File: config.mk
export PLATFORM = sky130hd
export DESIGN_NAME = irig_pulse_classifier
export DESIGN_NICKNAME = d
export VERILOG_FILES = /design/src/rtl/irig_pulse_classifier.sv
export SDC_FILE = /design/constraint.sdc
export NUM_CORES = 1
export LEC_CHECK = 0
export BUFFER_PORTS_ARGS = -buffer_cell sky130_fd_sc_hd__buf_2
export CAP_MARGIN = 15
export CELL_PAD_IN_SITES_DETAIL_PLACEMENT = 1
export CELL_PAD_IN_SITES_GLOBAL_PLACEMENT = 2
export CORE_UTILIZATION = 38
export DETAILED_ROUTE_END_ITERATION = 12
export GPL_TIMING_DRIVEN = 0
export HOLD_SLACK_MARGIN = 0.05
export PLACE_DENSITY_LB_ADDON = 0.12
export SYNTH_ARGS = -nofsm -noshare
export SYNTH_HDL_FRONTEND = slang
export SYNTH_SLANG_ARGS = --single-unit
File: constraint.sdc
create_clock -name clk -period 7.2 [get_ports clk]
set_clock_uncertainty 0.15 [all_clocks]
set_input_delay 1.08 -clock clk [delete_from_list [all_inputs] [get_ports clk]]
set_output_delay 1.08 -clock clk [all_outputs]
set_load 0.005 [all_outputs]
File: src/rtl/irig_pulse_classifier.sv
// IRIG pulse-width front end: input conditioning, high-pulse measurement,
// zero/one/mark/error classification, 100-bit frame tracking and loss of signal.
module irig_pulse_classifier #(
  parameter int unsigned CNT_W         = 18,
  parameter int unsigned ZERO_MIN      = 15000,
  parameter int unsigned ONE_MIN       = 45000,
  parameter int unsigned MARK_MIN      = 75000,
  parameter int unsigned MARK_MAX      = 95000,
  parameter int unsigned LOS_CYCLES    = 250000,
  parameter int unsigned SYNC_STAGES   = 2,
  parameter int unsigned GLITCH_CYCLES = 16,
  parameter int unsigned INVERT        = 0
) (
  input  logic             clk,
  input  logic             rst_n,
  input  logic             irig_in,
  output logic             sym_valid,
  output logic [1:0]       sym_code,
  output logic [CNT_W-1:0] sym_width,
  output logic             frame_start,
  output logic             locked,
  output logic [6:0]       bit_idx,
  output logic             los
);

  localparam int unsigned GW = $clog2(GLITCH_CYCLES + 1);
  localparam logic [1:0] CODE_ZERO = 2'b00;
  localparam logic [1:0] CODE_ONE  = 2'b01;
  localparam logic [1:0] CODE_MARK = 2'b10;
  localparam logic [1:0] CODE_ERR  = 2'b11;
  localparam logic [CNT_W-1:0] CNT_MAX = '1;

  logic [SYNC_STAGES-1:0] r_sync;
  logic                   r_filt;
  logic                   r_filt_q;
  logic [GW-1:0]          r_gcnt;
  logic [CNT_W-1:0]       r_cnt;
  logic [CNT_W-1:0]       r_los_cnt;
  logic                   r_prev_mark;

  logic                   w_in_c;
  logic                   w_s;
  logic                   w_rise;
  logic                   w_fall;
  logic [1:0]             w_code;
  logic                   w_is_mark;
  logic                   w_exp_mark;
  logic                   w_frame;
  logic                   w_los_hit;
  logic [CNT_W-1:0]       w_los_nxt;
  logic [6:0]             w_idx_nxt;

  assign w_in_c = irig_in ^ 1'(INVERT);
  assign w_s    = r_sync[SYNC_STAGES-1];
  assign w_rise = r_filt & ~r_filt_q;
  assign w_fall = ~r_filt & r_filt_q;

  // Synchroniser and symmetric glitch filter: both edges are delayed equally.
  always_ff @(posedge clk or negedge rst_n) begin
    if (!rst_n) begin
      r_sync   <= '0;
      r_filt   <= 1'b0;
      r_filt_q <= 1'b0;
      r_gcnt   <= '0;
    end else begin
      r_sync   <= {r_sync[SYNC_STAGES-2:0], w_in_c};
      r_filt_q <= r_filt;
      if (w_s == r_filt) begin
        r_gcnt <= '0;
      end else if (r_gcnt == GW'(GLITCH_CYCLES - 1)) begin
        r_filt <= w_s;
        r_gcnt <= '0;
      end else begin
        r_gcnt <= r_gcnt + GW'(1);
      end
    end
  end

  // High-width counter; holds the exact high length in the cycle fall is seen.
  always_ff @(posedge clk or negedge rst_n) begin
    if (!rst_n) begin
      r_cnt <= '0;
    end else if (w_rise) begin
      r_cnt <= CNT_W'(1);
    end else if (r_filt && (r_cnt != CNT_MAX)) begin
      r_cnt <= r_cnt + CNT_W'(1);
    end
  end

  always_comb begin
    w_code = CODE_ERR;
    if (r_cnt >= CNT_W'(ZERO_MIN) && r_cnt < CNT_W'(ONE_MIN)) begin
      w_code = CODE_ZERO;
    end else if (r_cnt >= CNT_W'(ONE_MIN) && r_cnt < CNT_W'(MARK_MIN)) begin
      w_code = CODE_ONE;
    end else if (r_cnt >= CNT_W'(MARK_MIN) && r_cnt <= CNT_W'(MARK_MAX)) begin
      w_code = CODE_MARK;
    end
  end

  assign w_los_nxt  = w_rise ? '0 :
                      (r_los_cnt == CNT_MAX) ? r_los_cnt : r_los_cnt + CNT_W'(1);
  assign w_los_hit  = ~w_rise & (w_los_nxt == CNT_W'(LOS_CYCLES));
  assign w_is_mark  = (w_code == CODE_MARK);
  assign w_idx_nxt  = (bit_idx == 7'd99) ? 7'd0 : bit_idx + 7'd1;
  assign w_exp_mark = (7'(w_idx_nxt % 7'd10) == 7'd9);
  // LOS in the same cycle suppresses frame alignment.
  assign w_frame    = w_fall & w_is_mark & r_prev_mark & ~w_los_hit;

  always_ff @(posedge clk or negedge rst_n) begin
    if (!rst_n) begin
      r_los_cnt   <= '0;
      r_prev_mark <= 1'b0;
      sym_valid   <= 1'b0;
      sym_code    <= CODE_ZERO;
      sym_width   <= '0;
      frame_start <= 1'b0;
      locked      <= 1'b0;
      bit_idx     <= '0;
      los         <= 1'b0;
    end else begin
      r_los_cnt   <= w_los_nxt;
      sym_valid   <= w_fall;
      frame_start <= w_frame;
      if (w_fall) begin
        sym_code  <= w_code;
        sym_width <= r_cnt;
        if (w_frame) begin
          bit_idx     <= 7'd0;
          locked      <= 1'b1;
          r_prev_mark <= 1'b0;
        end else begin
          bit_idx     <= w_idx_nxt;
          r_prev_mark <= w_is_mark;
          if ((w_code == CODE_ERR) || (w_is_mark != w_exp_mark)) begin
            locked <= 1'b0;
          end
        end
      end
      if (w_los_hit) begin
        los         <= 1'b1;
        locked      <= 1'b0;
        r_prev_mark <= 1'b0;
      end else if (w_rise) begin
        los <= 1'b0;
      end
    end
  end

endmodule

==> results.toml <==
[power]
leakage_nw = 2.53
power.switching_mw = 0.222
p_int_mw = 0.747
vdd_drop_max_mv = 0.157
power_frac_seq_pct = 48.5
p_clk_share_pct = 46.3
pwr_density_cell_mw_per_mm2 = 184
comb_power_share_pct = 5.3
swShare_pct = 22.9
p_total_mw = 0.969

[yosys]
synth_edf_count = 0
synth.avg_cell_area_um2 = 8.90
syn_inst = 515
synth_cell_types = 74
ys.flop_type = "dfrtp_1"
ys_ff_latch = 77
syn_area_mm2 = 0.00458
ys_seq_area_share_pct = 42.0
yosysWarnings = 0
synth_nets = 530
ys_async_sr_fraction_pct = 100

[finish]
area_growth_pct = 14.6
layout.cells.most_common = "nand2_1"
fin_nets = 575
final_layout_size_suffix_gt1_share_pct = 14.0
fin_util_pct = 45.4
layout.cells.non_filler = 708
final_cell_mix = "90 x nand2_1, 77 x dfrtp_1, 59 x nor2_1"
finalInstanceArea_mm2 = 0.00525
antennaDiodeCount = 0

[placed_design]
place_inst = 692
placed_area_mm2 = 0.00496
gp_congestion = 0.868
io_buffers = 33
pre_cts_ws_ps = 1190
dp_hpwl_um = 9010

[setup_path]
start_kind = "flop"
crit_required_ps = 7330
endpoint_kind = "flop"
crit_fanout = 9
crit_type = "flop to flop"
critPathArrivalTime_ps = 6200

[sta]
rsz0062_at_grt = "false"
setup_viol = 0
fin_crit_ps = 6070
drv_slew = 0
fin_ws_ps = 1130
finalHoldViolations = 0
holdWs_ps = 201
tns_ps = 0
finalCritPeriodShare_pct = 84.3
max_slew.worst_pin.slew_ps = 853
slew_headroom_pct = 42.6
fmax_ghz = 0.165

[cts]
ctsHoldBuffers = 0
root_buffer = "clkbuf_16"
htree_num_levels = 3
postCtsSetupRepairBufs = 0
cts_tree = "built"
cts_resized = 0
clock_sinks = 77
cts_buffer_depth = 2
worstSkewPairLatency_ps = 340
clk_pin_slew_ps = 60
numCtsBuffers = 9

[routing]
ant_nets = 0
viasPerCell = 5.55
drt_iter0_drc = 217
wl_per_cell_um = 17.2
vias = 3932
wirelength_um = 12200
drt-pass1-iter-count = 8
drc_errors = 3

[grt]
overflow = 0
grt_max_degree = 55
grt_use_total_pct = 21.0
antenna_found_initial = 0
grt_pass1_wl_um = 20700
grt_pass1_vias = 4065

[worst_hold_path]
hold_class = "flop to flop"

[floorplanning]
rows = 39
core_mm2 = 0.0116
start_util_pct = 39.6
die_w_um = 112
io_pins = 34
die-area_mm2 = 0.0125
die_h_um = 112

[flow_run]
maxCapViolations = 0

[outcome]
status = "finished with violations"
violations = "DRC"
[synthesized netlist by cell type (4+ instances only)]
library cell / instances / area, µm²
nand2_1: 90 / 338
dfrtp_1: 77 / 1930
nor2_1: 59 / 221
nand3_1: 27 / 135
a21oi_1: 19 / 95.1
o21ai_0: 19 / 95.1
xor2_1: 19 / 166
clkbuf_1: 17 / 63.8
xnor2_1: 14 / 123
ha_1: 12 / 150
inv_1: 11 / 41.3
nand4_1: 9 / 56.3
nor3_1: 9 / 45.0
a22o_1: 7 / 61.3
and3_1: 7 / 43.8
or3_1: 7 / 43.8
o211a_1: 6 / 60.1
mux2i_1: 5 / 50.1
nand2b_1: 5 / 31.3
nand3_2: 5 / 50.1
a211oi_1: 4 / 30.0
and2_1: 4 / 25.0
and4_1: 4 / 35.0
nand4b_1: 4 / 35.0
nor2b_1: 4 / 25.0
o311ai_0: 4 / 35.0
[area by class of cell]
class                      count  area [µm²]
fill                        1365        6310
timing repair buffer          34         195
clock inverter                 4        47.5
tap                          143         179
multi-input combinational    400        2490
sequential                    77        1930
buffer                        24         114
clock buffer                  12         246
inverter                      14        52.6
[metal layers]
metal  share of wire, %  vias to the layer above  GRT usage [%]
met4                2.0                        0           7.57
met3                2.2                       21           3.38
li1                   -                     1909              -
met5                  0                        -              0
met1                 48                     1952           27.8
met2                 48                       50           34.7
[state kept, by name (all words and copies together), names as in the netlist]
register and flops:
r_gcnt 5, locked 1, los 1, bit_idx 7, sym_valid 1, r_prev_mark 1, sym_width 18, r_filt_q 1
sym_code 2, frame_start 1, r_cnt 18, r_los_cnt 18, r_filt 1, r_sync 2
[power groups by stage]
stage / Combinational (mW) / Sequential [mW] / Clock [mW]
after global routing: 0.0586 / 0.472 / 0.476
after global placement: 0.0471 / 0.476 / 0
final: 0.0509 / 0.470 / 0.449
after CTS: 0.0519 / 0.469 / 0.462
after detailed placement: 0.0514 / 0.477 / 0
after floorplan: 0.0307 / 0.472 / 0
[kinds of logic after synthesis]
logic type      Yosys count  synth area share [%]
fa+ha+maj                12                  3.28
buf+inv                  38                  3.63
xor+xnor                 34                  6.66
compound gates           98                  16.0
simple gates            249                  26.8
mux                       7                  1.58
flops                    77                  42.0
[worst max-delay path, cell delays in order (launching register included)]
cell	delay, ps
dfrtp_1	560
ha_1	390
nand3_2	110
xor2_1	350
inv_2	170
ha_1	280
or2_2	330
mux2_2	310
nand2_1	110
nor2_1	60
xnor2_1	130
ha_1	240
o32a_1	390
o211a_1	140
buf_2	180
nor3_1	390
a2bb2oi_1	240
inv_1	90
ha_1	220
or4_1	520
o311ai_1	100
a32o_2	190
and4_1	190
o211a_1	150
[worst paths after layout]
| path | from | to | slack, ps | cells past startpoint |
|---|---|---|---|---|
| max in group asynchronous | rst_n | sym_width[10]$_DFFE_PN0P_ | 5820 | 2 |
| setup reg to reg | bit_idx[0]$_DFFE_PN0P_ | locked$_DFFE_PN0P_ | 1130 | 23 |
| setup / recovery | bit_idx[0]$_DFFE_PN0P_ | locked$_DFFE_PN0P_ | 1130 | 23 |
| hold reg to reg | r_sync[0]$_DFF_PN0_ | r_sync[1]$_DFF_PN0_ | 200 | 0 |
| hold / removal | r_sync[0]$_DFF_PN0_ | r_sync[1]$_DFF_PN0_ | 200 | 0 |
| min in group asynchronous | rst_n | r_los_cnt[0]$_DFF_PN0_ | 500 | 1 |
Power figures use the tool's default switching activity.
